### config.mk
export PLATFORM = sky130hd
export DESIGN_NAME = axi_mem_tester_flat
export DESIGN_NICKNAME = d
export VERILOG_FILES = /design/src/rtl/memtest_pkg.sv /design/src/rtl/axi_mem_tester_if.sv /design/src/rtl/memtest_checker.sv /design/src/rtl/axi_mem_tester.sv /design/src/flat_wrapper.sv
export SDC_FILE = /design/constraint.sdc
export NUM_CORES = 1
export LEC_CHECK = 0
export ABC_CLOCK_PERIOD_IN_PS = 4700
export BUFFER_PORTS_ARGS = -buffer_cell sky130_fd_sc_hd__clkbuf_2
export CAP_MARGIN = 20
export CORE_MARGIN = 1
export CORE_UTILIZATION = 60
export DETAILED_ROUTE_END_ITERATION = 10
export PLACE_DENSITY = 0.92
export SETUP_SLACK_MARGIN = 0.3
export SLEW_MARGIN = 10
export SYNTH_ARGS = -nofsm -noshare
export SYNTH_HDL_FRONTEND = slang
export SYNTH_SLANG_ARGS = --single-unit
### constraint.sdc
create_clock -name ui_clk -period 4.7 [get_ports ui_clk]
set_clock_uncertainty 0.15 [all_clocks]
set_input_delay 0.235 -clock ui_clk [delete_from_list [all_inputs] [get_ports ui_clk]]
set_output_delay 0.235 -clock ui_clk [all_outputs]
set_load 0.01 [all_outputs]
### src/rtl/memtest_pkg.sv
// Shared types, AXI constants and data pattern for the AXI memory tester.
package memtest_pkg;

    typedef enum logic [2:0] {
        S_IDLE, S_WA, S_WD, S_WB, S_RA, S_RD, S_DONE
    } state_t;

    localparam logic [1:0] PH_IDLE  = 2'd0;
    localparam logic [1:0] PH_WRITE = 2'd1;
    localparam logic [1:0] PH_READ  = 2'd2;
    localparam logic [1:0] PH_DONE  = 2'd3;

    localparam logic [1:0] AXI_BURST_INCR = 2'b01;
    localparam logic [1:0] AXI_RESP_OKAY  = 2'b00;
    localparam logic [2:0] AXI_SIZE_4B    = 3'b010;

    function automatic logic [31:0] memtest_pattern(
        input logic [31:0] seed,
        input logic [31:0] addr
    );
        return seed ^ {addr[31:2], 2'b00};
    endfunction

    function automatic logic [1:0] phase_of(input state_t s);
        logic [1:0] ph;
        ph = PH_IDLE;
        unique case (1'b1)
            (s == S_WA), (s == S_WD), (s == S_WB): ph = PH_WRITE;
            (s == S_RA), (s == S_RD):              ph = PH_READ;
            (s == S_DONE):                         ph = PH_DONE;
            default:                               ph = PH_IDLE;
        endcase
        return ph;
    endfunction

endpackage

### src/rtl/axi_mem_tester_if.sv
// AXI4 master/slave channel bundle between the tester and the MIG UI port.
interface axi_mem_tester_if #(
    parameter int ADDR_W = 28
);
    logic [ADDR_W-1:0] awaddr;
    logic [7:0]        awlen;
    logic [2:0]        awsize;
    logic [1:0]        awburst;
    logic              awvalid;
    logic              awready;
    logic [31:0]       wdata;
    logic [3:0]        wstrb;
    logic              wlast;
    logic              wvalid;
    logic              wready;
    logic [1:0]        bresp;
    logic              bvalid;
    logic              bready;
    logic [ADDR_W-1:0] araddr;
    logic [7:0]        arlen;
    logic [2:0]        arsize;
    logic [1:0]        arburst;
    logic              arvalid;
    logic              arready;
    logic [31:0]       rdata;
    logic [1:0]        rresp;
    logic              rlast;
    logic              rvalid;
    logic              rready;

    modport master (
        output awaddr, awlen, awsize, awburst, awvalid,
        input  awready,
        output wdata, wstrb, wlast, wvalid,
        input  wready,
        input  bresp, bvalid,
        output bready,
        output araddr, arlen, arsize, arburst, arvalid,
        input  arready,
        input  rdata, rresp, rlast, rvalid,
        output rready
    );

    modport slave (
        input  awaddr, awlen, awsize, awburst, awvalid,
        output awready,
        input  wdata, wstrb, wlast, wvalid,
        output wready,
        output bresp, bvalid,
        input  bready,
        input  araddr, arlen, arsize, arburst, arvalid,
        output arready,
        output rdata, rresp, rlast, rvalid,
        input  rready
    );
endinterface

### src/rtl/memtest_checker.sv
// Read-beat compare, saturating mismatch counter, optional first-error
// capture (MEMTEST_ERR_CAPTURE_EN).
module memtest_checker
    import memtest_pkg::*;
#(
    parameter int          ADDR_W = 28,
    parameter logic [31:0] SEED   = 32'h5A5A_0000
) (
    input  logic              clk,
    input  logic              rst,
    input  logic              clr,
    input  logic              beat_valid,
    input  logic [ADDR_W-1:0] addr,
    input  logic [31:0]       rdata,
    output logic              mismatch,
    output logic [15:0]       err_count
`ifdef MEMTEST_ERR_CAPTURE_EN
    ,
    output logic [ADDR_W-1:0] first_err_addr,
    output logic [31:0]       first_err_data,
    output logic              first_err_valid
`endif
);
    logic [31:0] expected;

    assign expected = memtest_pattern(SEED, 32'(addr));
    assign mismatch = beat_valid && (rdata != expected);

    always_ff @(posedge clk) begin
        if (rst || clr) begin
            err_count <= '0;
        end else if (mismatch && (err_count != 16'hFFFF)) begin
            err_count <= err_count + 16'd1;
        end
    end

`ifdef MEMTEST_ERR_CAPTURE_EN
    always_ff @(posedge clk) begin
        if (rst || clr) begin
            first_err_addr  <= '0;
            first_err_data  <= '0;
            first_err_valid <= 1'b0;
        end else if (mismatch && !first_err_valid) begin
            first_err_addr  <= addr;
            first_err_data  <= rdata;
            first_err_valid <= 1'b1;
        end
    end
`endif

endmodule

### src/rtl/axi_mem_tester.sv
// AXI4 write/read-back memory tester: FSM and registered AXI channels.
// Optional first-error capture ports under MEMTEST_ERR_CAPTURE_EN.
module axi_mem_tester
    import memtest_pkg::*;
#(
    parameter int                ADDR_W     = 28,
    parameter int                DATA_W     = 32,
    parameter int                BURST_LEN  = 16,
    parameter int                NUM_BURSTS = 1024,
    parameter logic [ADDR_W-1:0] BASE_ADDR  = '0,
    parameter logic [31:0]       SEED       = 32'h5A5A_0000
) (
    input  logic        ui_clk,
    input  logic        ui_clk_sync_rst,
    input  logic        start,
    output logic        busy,
    output logic        done,
    output logic        pass,
    output logic        resp_err,
    output logic [15:0] err_count,
    output logic [1:0]  phase,
`ifdef MEMTEST_ERR_CAPTURE_EN
    output logic [ADDR_W-1:0] first_err_addr,
    output logic [31:0]       first_err_data,
    output logic              first_err_valid,
`endif
    axi_mem_tester_if.master  axi
);
    localparam int IDX_W = $clog2(NUM_BURSTS + 1);
    localparam int BYTES = DATA_W / 8;
    localparam logic [ADDR_W-1:0] BEAT_STEP  = ADDR_W'(BYTES);
    localparam logic [ADDR_W-1:0] BURST_STEP = ADDR_W'(BURST_LEN * BYTES);
    localparam logic [7:0]        LAST_BEAT  = 8'(BURST_LEN - 1);
    localparam logic [IDX_W-1:0]  LAST_IDX   = IDX_W'(NUM_BURSTS - 1);

    state_t            state, state_d;
    logic [IDX_W-1:0]  idx, idx_d;
    logic [7:0]        beat, beat_d;
    logic [ADDR_W-1:0] baddr, baddr_d;
    logic [ADDR_W-1:0] burst, burst_d;
    logic              resp_err_d;
    logic              clr, rd_beat, mismatch;
    logic              last_beat, last_burst;

    logic              awvalid_q, wvalid_q, wlast_q, bready_q;
    logic              arvalid_q, rready_q;
    logic [ADDR_W-1:0] awaddr_q, araddr_q;
    logic [31:0]       wdata_q;

    assign last_beat  = (beat == LAST_BEAT);
    assign last_burst = (idx == LAST_IDX);

    always_comb begin
        state_d    = state;
        idx_d      = idx;
        beat_d     = beat;
        baddr_d    = baddr;
        burst_d    = burst;
        resp_err_d = resp_err;
        clr        = 1'b0;
        rd_beat    = 1'b0;
        unique case (state)
            S_IDLE, S_DONE: if (start) begin
                clr        = 1'b1;
                resp_err_d = 1'b0;
                idx_d      = '0;
                burst_d    = BASE_ADDR;
                state_d    = S_WA;
            end
            S_WA: if (axi.awready) begin
                beat_d  = '0;
                baddr_d = burst;
                state_d = S_WD;
            end
            S_WD: if (axi.wready) begin
                beat_d  = beat + 8'd1;
                baddr_d = baddr + BEAT_STEP;
                if (last_beat) state_d = S_WB;
            end
            S_WB: if (axi.bvalid) begin
                if (axi.bresp != AXI_RESP_OKAY) resp_err_d = 1'b1;
                if (last_burst) begin
                    idx_d   = '0;
                    burst_d = BASE_ADDR;
                    state_d = S_RA;
                end else begin
                    idx_d   = idx + IDX_W'(1);
                    burst_d = burst + BURST_STEP;
                    state_d = S_WA;
                end
            end
            S_RA: if (axi.arready) begin
                beat_d  = '0;
                baddr_d = burst;
                state_d = S_RD;
            end
            S_RD: if (axi.rvalid) begin
                rd_beat = 1'b1;
                if (axi.rresp != AXI_RESP_OKAY || axi.rlast != last_beat)
                    resp_err_d = 1'b1;
                beat_d  = beat + 8'd1;
                baddr_d = baddr + BEAT_STEP;
                if (last_beat) begin
                    if (last_burst) begin
                        state_d = S_DONE;
                    end else begin
                        idx_d   = idx + IDX_W'(1);
                        burst_d = burst + BURST_STEP;
                        state_d = S_RA;
                    end
                end
            end
            default: state_d = S_IDLE;
        endcase
    end

    // Outputs are registered from next-state so they change with the state.
    always_ff @(posedge ui_clk) begin
        if (ui_clk_sync_rst) begin
            state     <= S_IDLE;
            idx       <= '0;
            beat      <= '0;
            baddr     <= '0;
            burst     <= '0;
            resp_err  <= 1'b0;
            busy      <= 1'b0;
            done      <= 1'b0;
            pass      <= 1'b0;
            phase     <= PH_IDLE;
            awvalid_q <= 1'b0;
            awaddr_q  <= '0;
            wvalid_q  <= 1'b0;
            wdata_q   <= '0;
            wlast_q   <= 1'b0;
            bready_q  <= 1'b0;
            arvalid_q <= 1'b0;
            araddr_q  <= '0;
            rready_q  <= 1'b0;
        end else begin
            state     <= state_d;
            idx       <= idx_d;
            beat      <= beat_d;
            baddr     <= baddr_d;
            burst     <= burst_d;
            resp_err  <= resp_err_d;
            busy      <= (state_d != S_IDLE) && (state_d != S_DONE);
            done      <= (state_d == S_DONE);
            pass      <= (state_d == S_DONE) && !resp_err_d &&
                         (err_count == 16'd0) && !mismatch;
            phase     <= phase_of(state_d);
            awvalid_q <= (state_d == S_WA);
            wvalid_q  <= (state_d == S_WD);
            wlast_q   <= (state_d == S_WD) && (beat_d == LAST_BEAT);
            bready_q  <= (state_d == S_WB);
            arvalid_q <= (state_d == S_RA);
            rready_q  <= (state_d == S_RD);
            if (state_d == S_WA) awaddr_q <= burst_d;
            if (state_d == S_RA) araddr_q <= burst_d;
            if (state_d == S_WD)
                wdata_q <= memtest_pattern(SEED, 32'(baddr_d));
        end
    end

    assign axi.awaddr  = awaddr_q;
    assign axi.awlen   = LAST_BEAT;
    assign axi.awsize  = AXI_SIZE_4B;
    assign axi.awburst = AXI_BURST_INCR;
    assign axi.awvalid = awvalid_q;
    assign axi.wdata   = wdata_q;
    assign axi.wstrb   = 4'hF;
    assign axi.wlast   = wlast_q;
    assign axi.wvalid  = wvalid_q;
    assign axi.bready  = bready_q;
    assign axi.araddr  = araddr_q;
    assign axi.arlen   = LAST_BEAT;
    assign axi.arsize  = AXI_SIZE_4B;
    assign axi.arburst = AXI_BURST_INCR;
    assign axi.arvalid = arvalid_q;
    assign axi.rready  = rready_q;

    memtest_checker #(
        .ADDR_W (ADDR_W),
        .SEED   (SEED)
    ) u_checker (
        .clk             (ui_clk),
        .rst             (ui_clk_sync_rst),
        .clr             (clr),
        .beat_valid      (rd_beat),
        .addr            (baddr),
        .rdata           (axi.rdata),
        .mismatch        (mismatch),
        .err_count       (err_count)
`ifdef MEMTEST_ERR_CAPTURE_EN
        ,
        .first_err_addr  (first_err_addr),
        .first_err_data  (first_err_data),
        .first_err_valid (first_err_valid)
`endif
    );

endmodule
### src/flat_wrapper.sv
// flat-port wrapper written by rule: the top's interface ports become plain ports
module axi_mem_tester_flat import memtest_pkg::*;
#(
    parameter int                ADDR_W     = 28,
    parameter int                DATA_W     = 32,
    parameter int                BURST_LEN  = 16,
    parameter int                NUM_BURSTS = 1024,
    parameter logic [ADDR_W-1:0] BASE_ADDR  = '0,
    parameter logic [31:0]       SEED       = 32'h5A5A_0000
)
  (ui_clk, ui_clk_sync_rst, start, busy, done, pass, resp_err, err_count, phase, axi_awaddr, axi_awlen, axi_awsize, axi_awburst, axi_awvalid, axi_awready, axi_wdata, axi_wstrb, axi_wlast, axi_wvalid, axi_wready, axi_bresp, axi_bvalid, axi_bready, axi_araddr, axi_arlen, axi_arsize, axi_arburst, axi_arvalid, axi_arready, axi_rdata, axi_rresp, axi_rlast, axi_rvalid, axi_rready);
  axi_mem_tester_if #(.ADDR_W(ADDR_W)) axi_i ();
  input  logic ui_clk;
  input  logic ui_clk_sync_rst;
  input  logic start;
  output logic busy;
  output logic done;
  output logic pass;
  output logic resp_err;
  output logic [15:0] err_count;
  output logic [1:0] phase;
  output wire logic [$bits(axi_i.awaddr)-1:0] axi_awaddr;
  output wire logic [$bits(axi_i.awlen)-1:0] axi_awlen;
  output wire logic [$bits(axi_i.awsize)-1:0] axi_awsize;
  output wire logic [$bits(axi_i.awburst)-1:0] axi_awburst;
  output wire logic [$bits(axi_i.awvalid)-1:0] axi_awvalid;
  input wire logic [$bits(axi_i.awready)-1:0] axi_awready;
  output wire logic [$bits(axi_i.wdata)-1:0] axi_wdata;
  output wire logic [$bits(axi_i.wstrb)-1:0] axi_wstrb;
  output wire logic [$bits(axi_i.wlast)-1:0] axi_wlast;
  output wire logic [$bits(axi_i.wvalid)-1:0] axi_wvalid;
  input wire logic [$bits(axi_i.wready)-1:0] axi_wready;
  input wire logic [$bits(axi_i.bresp)-1:0] axi_bresp;
  input wire logic [$bits(axi_i.bvalid)-1:0] axi_bvalid;
  output wire logic [$bits(axi_i.bready)-1:0] axi_bready;
  output wire logic [$bits(axi_i.araddr)-1:0] axi_araddr;
  output wire logic [$bits(axi_i.arlen)-1:0] axi_arlen;
  output wire logic [$bits(axi_i.arsize)-1:0] axi_arsize;
  output wire logic [$bits(axi_i.arburst)-1:0] axi_arburst;
  output wire logic [$bits(axi_i.arvalid)-1:0] axi_arvalid;
  input wire logic [$bits(axi_i.arready)-1:0] axi_arready;
  input wire logic [$bits(axi_i.rdata)-1:0] axi_rdata;
  input wire logic [$bits(axi_i.rresp)-1:0] axi_rresp;
  input wire logic [$bits(axi_i.rlast)-1:0] axi_rlast;
  input wire logic [$bits(axi_i.rvalid)-1:0] axi_rvalid;
  output wire logic [$bits(axi_i.rready)-1:0] axi_rready;
  assign axi_awaddr = axi_i.awaddr;
  assign axi_awlen = axi_i.awlen;
  assign axi_awsize = axi_i.awsize;
  assign axi_awburst = axi_i.awburst;
  assign axi_awvalid = axi_i.awvalid;
  assign axi_i.awready = axi_awready;
  assign axi_wdata = axi_i.wdata;
  assign axi_wstrb = axi_i.wstrb;
  assign axi_wlast = axi_i.wlast;
  assign axi_wvalid = axi_i.wvalid;
  assign axi_i.wready = axi_wready;
  assign axi_i.bresp = axi_bresp;
  assign axi_i.bvalid = axi_bvalid;
  assign axi_bready = axi_i.bready;
  assign axi_araddr = axi_i.araddr;
  assign axi_arlen = axi_i.arlen;
  assign axi_arsize = axi_i.arsize;
  assign axi_arburst = axi_i.arburst;
  assign axi_arvalid = axi_i.arvalid;
  assign axi_i.arready = axi_arready;
  assign axi_i.rdata = axi_rdata;
  assign axi_i.rresp = axi_rresp;
  assign axi_i.rlast = axi_rlast;
  assign axi_i.rvalid = axi_rvalid;
  assign axi_rready = axi_i.rready;
  axi_mem_tester #(.ADDR_W(ADDR_W), .DATA_W(DATA_W), .BURST_LEN(BURST_LEN), .NUM_BURSTS(NUM_BURSTS), .BASE_ADDR(BASE_ADDR), .SEED(SEED)) u_core (.ui_clk(ui_clk), .ui_clk_sync_rst(ui_clk_sync_rst), .start(start), .busy(busy), .done(done), .pass(pass), .resp_err(resp_err), .err_count(err_count), .phase(phase), .axi(axi_i));
endmodule
==> impl_metrics.ini, run 1 <==
[outcome]
status = completed

[synthesis]
yosys.area.top_type = dfxtp_1
synthDominantCellAreaShare_pct = 39.8
syn_area_um2 = 9420
synth_cell_types = 72
synth_seq_area_share_pct = 39.8
synth-async-reset-ratio_pct = 0
ys_top_cells_by_area = dfxtp_1 40%, nor2_1 7.0%, a211oi_1 3.9%, buf_4 3.2%, xnor2_1 3.2%
ys_ff_latch = 187
ys_dominant_reg_cell = dfxtp_1
avgSynthCellArea_um2 = 8.46
synth_edf_count = 0
synth-warning-count = 0
syn_inst = 1113

[timing]
setup_viol = 0
finalHoldViolations = 0
period_minus_slack_ns = 3.34
slew_viol_final = 0
tns_ns = 0
fin_ws_ns = 1.36
worst_hold_slack_ns = 0.0248
finalCritPeriodShare_pct = 71.1
max_freq_ghz = 0.299
worst_slew_pin_slew_ns = 1.10
rsz0062_at_grt = no
maxSlewHeadroom_pct = 26.7

[placed_design]
placedInstanceArea_um2 = 10000
dp_hpwl_um = 17300
port_buffers = 156
dp.cells = 1406
gp_congestion = 0.945
dpl_worst_slack_ns = 1.43

[die]
die_x_um = 127
io_pins = 191
die_height_um = 127
initial_core_util_pct = 61.7
dieArea_um2 = 16200
fp-row-count = 45
core_um2 = 15300

[worst_hold_path]
holdPathStages = 4
min_path_type = input port to register

[grt]
grt_pass1_wl_um = 39800
grt_usage_pct = 30.7
grt_overflow_total = 0
grt_pass1_vias = 8127
antenna_found_initial = 0
grt_max_degree = 82

[route]
wl_um = 24800
drtPass1Iterations = 7
viasPerCell = 6.19
vias = 8907
wl_per_cell_um = 17.3
antenna_left = 0
drt_iter0_drc = 1249
drc = 0

[layout]
seq_area_um2 = 3740
drive_above_1_share_pct = 18.9
fin_nets = 1266
fill_cells = 1196
diodes = 0
final_util_pct = 69.6
finalNonFillerCells = 1438
multi_input_area_um2 = 5120
final_cell_mix = 187 x dfxtp_1, 176 x nor2_1, 155 x clkbuf_2
final_area_um2 = 10600
area_growth_pct = 12.8
final_common_cell = dfxtp_1

[setup_path]
critPathBufInv = 1
crit_required_ns = 4.90
arrival_ns = 3.54
critPathSlowestCell = dfxtp_1
cp.depth = 7
start_kind = register
cp_slowest_stage_delay_ns = 0.85
path_max_fanout = 48
crit_chain = and4b_1 > nand3_1 > o221a_4 > nor4_4 > buf_4 > nand2b_1 > o22ai_1
crit_family = simple AND/OR/NAND/NOR gates
crit_type = register to register
reg2regPathDepth = 7
crit_path_end_kind = register

[job]
maxCapViolations = 0

[clock_tree]
ctsHoldBuffers = 0
clockRootBuffer = clkbuf_16
post_cts_resized = 0
cts_setup_buffers = 0
cts_sinks = 187
cts_tree = done
insertion_delay_ns = 0.44
numCtsBuffers = 17
cts_buffer_depth = 2
clk_pin_slew_ns = 0.07
htree_levels = 4

[power]
power_leakage_nw = 4.10
p_per_area_nw_per_um2 = 337
power_mw = 3.58
power.internal_mw = 2.61
p_switching_uw = 970
ir_drop_v = 0.000236
swShare_pct = 27.1
pwr-share-comb_pct = 11.7
clkPwrFrac_pct = 41.1
p_seq_share_pct = 47.2
worst reg2reg max path, delay by kind of cell (launching register included):
kind                   cells  cell delay [ns]
and+or+nand+nor            4             1.18
DFF                        1             0.85
buffers and inverters      1             0.50
AOI/OAI and AO/OA          2             0.59
sequential cells by signal, summed over array words and instances (netlist names), 3 cells and up:
name and count:
u_core.axi.awaddr 28, u_core.baddr 26, u_core.burst 28, u_core.axi.wdata 27, u_core.state 3, u_core.axi.araddr 28, u_core.idx 11, u_core.beat 8
u_core.u_checker.err_count 16
logic make-up (layout without fill, tap and decap cells):
group / after synthesis / in the layout / synth area share [%]
and+or+nand+nor: 467 / 467 / 25.3
AOI/OAI and AO/OA: 242 / 242 / 18.9
DFF: 187 / 187 / 39.8
buffers and inverters: 129 / 211 / 7.32
xor gates and xnor gates: 55 / 55 / 5.12
muxes: 24 / 24 / 2.55
adders and majority gates: 7 / 7 / 0.930
other: 2 / 34 / 0.0797
power groups by stage:
stage	Clock [mW]	Combinational, mW	Sequential [mW]
3_5_place_dp	0	0.414	1.72
5_1_grt	1.56	0.456	1.70
2_1_floorplan	0	0.289	1.74
6_report	1.47	0.417	1.69
4_1_cts	1.48	0.417	1.69
3_3_place_gp	0	0.403	1.72
metal layers:
layer / GRT usage [%] / up-vias / part of all wire (%)
li1: - / 4145 / -
met5: 0 / - / 0
met1: 39.6 / 4191 / 42
met3: 6.87 / 81 / 8.9
met2: 48.8 / 490 / 46
met4: 14.4 / 0 / 3.0
synth_stat cells (4+ instances only):
library cell	n
dfxtp_1	187
nor2_1	176
nand2_1	65
clkbuf_1	54
a211oi_1	49
a21oi_1	41
buf_4	40
nand3_1	40
o21ai_0	36
xnor2_1	34
nand4_1	27
mux2i_1	24
nor4_1	22
a211oi_2	21
xor2_1	21
and3_1	20
nor3_1	20
a22oi_1	18
and2_1	16
inv_1	15
buf_2	14
or3_1	14
a31oi_1	12
nor2b_1	12
nand2b_1	9
o211ai_1	8
or4_1	8
and4_1	7
ha_1	7
nand3b_1	7
o311a_1	7
o31ai_1	6
a221oi_1	5
buf_6	5
o22ai_1	4
or2_2	4
layout make-up:
| class | instances | share of cell area (%) |
|---|---|---|
| inverters | 16 | 0.566 |
| multi-input cells | 829 | 48.2 |
| clock buffers | 19 | 4.17 |
| repair buffers | 163 | 7.87 |
| clock inverters | 13 | 1.47 |
| well taps | 211 | 2.49 |
| flip-flops and latches | 187 | 35.2 |
worst paths after layout:
kind / from / slack (ns) / to
worst max-delay path: u_core.state[2]$_SDFF_PP0_ / 1.36 / u_core.axi.wdata[19]$_SDFFE_PP0N_
worst min register to register: u_core.burst[0]$_SDFF_PP0_ / 0.32 / u_core.burst[0]$_SDFF_PP0_
worst max register to register: u_core.state[2]$_SDFF_PP0_ / 1.36 / u_core.axi.wdata[19]$_SDFFE_PP0N_
worst min-delay path: axi_bresp[0] / 0.02 / u_core.resp_err$_SDFF_PP0_
(Power assumes the default switching activity.)
==> run 2, diff against run 1 <==
--- a/config.mk
+++ b/config.mk
@@ -5,13 +5,13 @@
 export SDC_FILE = /design/constraint.sdc
 export NUM_CORES = 1
 export LEC_CHECK = 0
-export ABC_CLOCK_PERIOD_IN_PS = 4700
+export ABC_CLOCK_PERIOD_IN_PS = 2800
 export BUFFER_PORTS_ARGS = -buffer_cell sky130_fd_sc_hd__clkbuf_2
 export CAP_MARGIN = 20
 export CORE_MARGIN = 1
-export CORE_UTILIZATION = 60
+export CORE_UTILIZATION = 50
 export DETAILED_ROUTE_END_ITERATION = 10
-export PLACE_DENSITY = 0.92
+export PLACE_DENSITY = 0.83
 export SETUP_SLACK_MARGIN = 0.3
 export SLEW_MARGIN = 10
 export SYNTH_ARGS = -nofsm -noshare
==> constraint.sdc (replaced) <==
create_clock -name ui_clk -period 2.8 [get_ports ui_clk]
set_clock_uncertainty 0.15 [all_clocks]
set_input_delay 0.14 -clock ui_clk [delete_from_list [all_inputs] [get_ports ui_clk]]
set_output_delay 0.14 -clock ui_clk [all_outputs]
set_load 0.01 [all_outputs]
==> run 2 against run 1 <==
Against the previous run: the flow now finishes with violations (DRC); cell count increased by 7.6%; non-clock buffer count increased by 90; setup slack got worse by 1.2 ns; critical path type unchanged.
==> impl_metrics.ini, run 2 (synthesis gave the netlist of run 1 again) <==
[outcome]
status = complete, but fails checks
violations = DRC

[die]
die_height_um = 139
die_x_um = 139
io_pins = 191
fp-row-count = 49
dieArea_um2 = 19400
initial_core_util_pct = 51.7
core_um2 = 18200

[power]
power.internal_mw = 4.37
ir_drop_v = 0.000522
p_switching_mw = 1.75
p_per_area_nw_per_um2 = 512
p_seq_share_pct = 46.1
clkPwrFrac_pct = 37.5
power_leakage_nw = 4.71
swShare_pct = 28.6
pwr-share-comb_pct = 16.3

[route]
drt_iter0_drc = 1202
antenna_left = 0
drtPass1Iterations = 11
wl_per_cell_um = 19.0
viasPerCell = 6.11
drc = 13
vias = 9452
wl_um = 29400

[timing]
setup_viol = 0
maxSlewHeadroom_pct = 60.0
finalHoldViolations = 0
tns_ns = 0
max_freq_ghz = 0.380
fin_ws_ns = 0.166
rsz0062_at_grt = yes
worst_slew_pin_slew_ns = 0.595
finalCritPeriodShare_pct = 94.1
slew_viol_final = 0
period_minus_slack_ns = 2.63

[setup_path]
arrival_ns = 2.79
crit_required_ns = 2.96
cp-startpoint = u_core.state[2]$_SDFF_PP0_
path_max_fanout = 9
rrSetupSlack_ns = 0.17
reg2reg_to = u_core.axi.wdata[25]$_SDFFE_PP0N_
cp.depth = 9
critPathSlowestCell = or4_4
cp_slowest_stage_delay_ns = 0.57
start_kind = register
crit_path_end_kind = register
crit_family = simple AND/OR/NAND/NOR gates
crit_chain = mux2i_1 > a211oi_2 > or4_4 > buf_6 > nor4_4 > buf_6 > buf_12 > mux2i_1 > nor2_1
r2r_start = u_core.state[2]$_SDFF_PP0_
reg2regPathDepth = 9
crit_end = u_core.axi.wdata[25]$_SDFFE_PP0N_
critPathBufInv = 3
crit_type = register to register

[clock_tree]
insertion_delay_ns = 0.44
cts_buffer_depth = 2
cts_sinks = 187
htree_levels = 4
numCtsBuffers = 17
clk_pin_slew_ns = 0.07
cts_tree = done
clockRootBuffer = clkbuf_16

[layout]
final_util_pct = 65.7
drive_above_1_share_pct = 28.0
diodes = 0
finalNonFillerCells = 1547
area_growth_pct = 27.0
final_cell_mix = 174 x dfxtp_1, 168 x nor2_1, 155 x clkbuf_2
final_common_cell = dfxtp_1
fin_nets = 1357
fill_cells = 1421

[job]
maxCapViolations = 0

[grt]
grt_overflow_total = 0
grt_pass1_wl_um = 44300
antenna_found_initial = 0
grt_pass1_vias = 8468
grt_max_degree = 124
grt_usage_pct = 28.7

[placed_design]
dp_hpwl_um = 18300
dpl_worst_slack_ns = 0.0769
port_buffers = 156
dp.cells = 1470
gp_congestion = 0.968

[worst_hold_path]
min_path_type = input port to register
-- run 2: area by class of cell --
cell class | instances | area [µm²] | area share, %
multi-input cells | 830 | 5360 | 44.8
flip-flops and latches | 187 | 3770 | 31.5
repair buffers | 253 | 1940 | 16.2
clock buffers | 19 | 443 | 3.70
well taps | 229 | 287 | 2.39
clock inverters | 13 | 108 | 0.899
inverters | 16 | 60.1 | 0.502
-- run 2: power by group through the flow --
stage / clock, mW / sequential (mW) / combinational, mW
after floorplan: 0 / 2.92 / 0.484
after global placement: 0 / 2.88 / 0.752
after detailed placement: 0 / 2.88 / 0.765
after CTS: 2.31 / 2.82 / 0.861
after global routing: 2.44 / 2.84 / 1.07
final: 2.30 / 2.83 / 0.999
-- run 2: worst reg2reg max path, stage by stage, from the launching register on --
cell      delay (ns)
dfxtp_4         0.40
mux2i_1         0.25
a211oi_2        0.12
or4_4           0.57
buf_6           0.15
nor4_4          0.30
buf_6           0.20
buf_12          0.14
mux2i_1         0.18
nor2_1          0.05
-- run 2: timing repair --
| action | in CTS | in global routing |
|---|---|---|
| gates cloned | 9 | 6 |
| hold buffers | 3 | 0 |
| pin swaps | 23 | 14 |
| buffers inserted | 21 | 6 |
| resized for setup | 45 | 39 |
| setup endpoints to repair | 94 | 98 |
| hold endpoints to repair | 21 | 0 |
-- run 2: worst min-delay path by stage --
stage / startpoint / end / cells past startpoint
finish: axi_rresp[1] / u_core.resp_err$_SDFF_PP0_ / 4
global route: axi_rresp[1] / u_core.resp_err$_SDFF_PP0_ / 4
CTS: axi_rresp[1] / u_core.resp_err$_SDFF_PP0_ / 4
detailed placement: u_core.burst[0]$_SDFF_PP0_ / u_core.burst[0]$_SDFF_PP0_ / 1
global placement: u_core.burst[1]$_SDFF_PP0_ / u_core.burst[1]$_SDFF_PP0_ / 1
floorplan: ui_clk_sync_rst / u_core.state[2]$_SDFF_PP0_ / 1
-- run 2: through the flow --
| step | cell area (µm²) | power [mW] | hold WS (ns) |
|---|---|---|---|
| finish | 12000 | 6.12 | 0.0203 |
| global route | 12000 | 6.34 | 0.0224 |
| CTS | 11600 | 5.99 | 0.00829 |
| detailed placement | 10500 | 3.65 | 0.295 |
| global placement | 10500 | 3.63 | 0.285 |
| floorplan | 9540 | 3.40 | 0.0778 |
-- run 2: routing by layer --
layer | global-route usage, % | vias up | wire length [µm]
li1 | - | 4336 | -
met1 | 37.5 | 4496 | 11900
met2 | 46.4 | 540 | 13900
met3 | 6.06 | 80 | 2720
met4 | 11.1 | 0 | 901
met5 | 0 | - | 0
==> run 3, diff against run 2 <==
--- a/config.mk
+++ b/config.mk
@@ -6,14 +6,16 @@
 export NUM_CORES = 1
 export LEC_CHECK = 0
 export ABC_CLOCK_PERIOD_IN_PS = 2800
-export BUFFER_PORTS_ARGS = -buffer_cell sky130_fd_sc_hd__clkbuf_2
 export CAP_MARGIN = 20
 export CORE_MARGIN = 1
-export CORE_UTILIZATION = 50
+export CORE_UTILIZATION = 58
+export CTS_CLUSTER_SIZE = 30
 export DETAILED_ROUTE_END_ITERATION = 10
-export PLACE_DENSITY = 0.83
+export DONT_BUFFER_PORTS = 1
+export PLACE_DENSITY = 0.82
 export SETUP_SLACK_MARGIN = 0.3
 export SLEW_MARGIN = 10
 export SYNTH_ARGS = -nofsm -noshare
 export SYNTH_HDL_FRONTEND = slang
+export SYNTH_HIERARCHICAL = 1
 export SYNTH_SLANG_ARGS = --single-unit
==> run 3 against run 2 <==
Against the previous run: the run ends with hold timing left; first-iteration DRC count is 8.1% lower; clock power is 8% higher; design area is 11% lower; sequential share of layout area is 3.9 points higher; sequential cell count stayed put; worst hold slack worse by 0.35 ns; register-to-register slack better by 0.03 ns; critical endpoint is now u_core/axi.wdata[2]$_SDFFE_PP0P_; largest cell class unchanged; largest power group unchanged.
==> impl_metrics.ini, run 3 <==
[outcome]
status = complete, but fails checks
violations = hold timing

[setup_path]
cp_slowest_stage_delay_ns = 0.40
path_max_fanout = 13
arrival_ns = 2.80
r2r_start = u_core/state[2]$_SDFF_PP0_
rrSetupSlack_ns = 0.20
reg2reg_to = u_core/axi.wdata[2]$_SDFFE_PP0P_
crit_path_end_kind = register
critPathSlowestCell = dfxtp_4
crit_type = register to register
crit_required_ns = 2.99
start_kind = register
crit_chain = buf_6 > and4bb_2 > a31oi_1 > nand4_1 > buf_4 > nor4_4 > buf_6 > buf_12 > buf_12 > nor2_1 > a211oi_1
reg2regPathDepth = 11

[layout]
diodes = 0
drive_above_1_share_pct = 15.3
final_util_pct = 69.6
finalNonFillerCells = 1370
area_growth_pct = 16.6
fin_nets = 1198
final_cell_mix = 175 x nor2_1, 175 x dfxtp_1, 76 x nand2_1
final_area_um2 = 10600

[grt]
grt_overflow_total = 0
antenna_found_initial = 0
grt_pass1_wl_um = 38800
grt_usage_pct = 30.0
grt_pass1_vias = 7675
grt_max_degree = 153

[timing]
rsz0062_at_grt = yes
period_minus_slack_ns = 2.60
tns_ns = 0
worst_slew_pin_slew_ns = 0.591
setup_viol = 0
max_freq_ghz = 0.384
finalHoldViolations = 154
maxSlewHeadroom_pct = 60.2
worst_hold_slack_ns = -0.328
fin_ws_ns = 0.199
slew_viol_final = 0
finalCritPeriodShare_pct = 92.9

[job]
maxCapViolations = 0

[die]
core_um2 = 15300
io_pins = 191
die_height_um = 127
die_x_um = 127
initial_core_util_pct = 59.7
fp-row-count = 45
dieArea_um2 = 16200

[clock_tree]
cts_tree = done
cts_sinks = 187
insertion_delay_ns = 0.44
numCtsBuffers = 17
clk_pin_slew_ns = 0.08
htree_levels = 4
clockRootBuffer = clkbuf_16
cts_buffer_depth = 2

[route]
wl_per_cell_um = 18.7
drtPass1Iterations = 8
drc = 0
wl_um = 25600
antenna_left = 0
viasPerCell = 6.35
drt_iter0_drc = 1105
vias = 8696

[worst_hold_path]
min_path_type = input port to register
worstHoldStart = ui_clk_sync_rst
holdPathStages = 1
worst_hold_path.endpoint = u_core/idx[10]$_SDFFE_PP0P_

[power]
pwr-share-comb_pct = 12.6
power_leakage_nw = 3.97
power.internal_mw = 4.41
swShare_pct = 28.7
p_per_area_nw_per_um2 = 583
p_seq_share_pct = 47.2
p_switching_mw = 1.77
power_mw = 6.19
ir_drop_v = 0.000441
clkPwrFrac_pct = 40.2

[placed_design]
dpl_worst_slack_ns = 0.0491
placedInstanceArea_um2 = 9320
dp_hpwl_um = 16600
port_buffers = 0
dp.cells = 1302
gp_congestion = 0.934

[synthesis]
avgSynthCellArea_um2 = 8.16
syn_inst = 1116
synth-warning-count = 6
syn_area_um2 = 9100
-- run 3: worst max-delay path, delay by kind of cell, from the launching register on --
| family | cells | cell delay [ns] |
|---|---|---|
| flops | 1 | 0.40 |
| buf+inv | 5 | 0.81 |
| simple gates | 4 | 0.73 |
| compound gates | 2 | 0.43 |
-- run 3: how the worst max path moves through the flow --
stage	to	cells past startpoint	slack, ns	startpoint
final	u_core/axi.wdata[2]$_SDFFE_PP0P_	11	0.20	u_core/state[2]$_SDFF_PP0_
after global placement	u_core/axi.awaddr[26]$_SDFFE_PP0N_	8	0.11	u_core/idx[0]$_SDFFE_PP0P_
after CTS	u_core/state[0]$_SDFF_PP0_	8	0.31	u_core/state[1]$_SDFF_PP0_
after floorplan	u_core/axi.wlast$_SDFF_PP0_	9	0.30	u_core/idx[0]$_SDFFE_PP0P_
after detailed placement	u_core/axi.wdata[2]$_SDFFE_PP0P_	9	0.05	u_core/beat[0]$_SDFF_PP0_
after global routing	u_core/axi.wdata[16]$_SDFFE_PP0P_	11	0.14	u_core/state[2]$_SDFF_PP0_
-- run 3: layout make-up --
cell class                      count  area, µm²
Multi-Input combinational cell    844       5100
Fill cell                        1191       4640
Sequential cell                   187       3770
Timing Repair Buffer               79        803
Clock buffer                       17        425
Tap cell                          211        264
Clock inverter                     15        196
Inverter                           17       63.8
-- run 3: power by group through the flow --
stage	combinational (mW)	sequential [mW]	clock, mW
finish	0.779	2.92	2.49
global route	0.843	2.94	2.64
CTS	0.683	2.92	2.52
detailed placement	0.626	2.98	0
global placement	0.604	2.98	0
floorplan	0.541	2.94	0
-- run 3: layer usage --
metal  vias to the layer above  part of all wire (%)  track usage [%]
met4                         0                   4.2             13.2
met1                      4020                    40             39.5
met3                       107                    11             7.96
met5                         -                     0                0
met2                       552                    45             46.1
li1                       4017                     -                -
-- run 3: what timing repair did --
| item | CTS | global route |
|---|---|---|
| cloned | 2 | 3 |
| pin swaps | 6 | 16 |
| endpoints found under the setup margin | 113 | 112 |
| hold buffers | 11 | 2 |
| hold endpoints to repair | 184 | 159 |
| resized for setup | 28 | 54 |
| setup buffers | 4 | 14 |
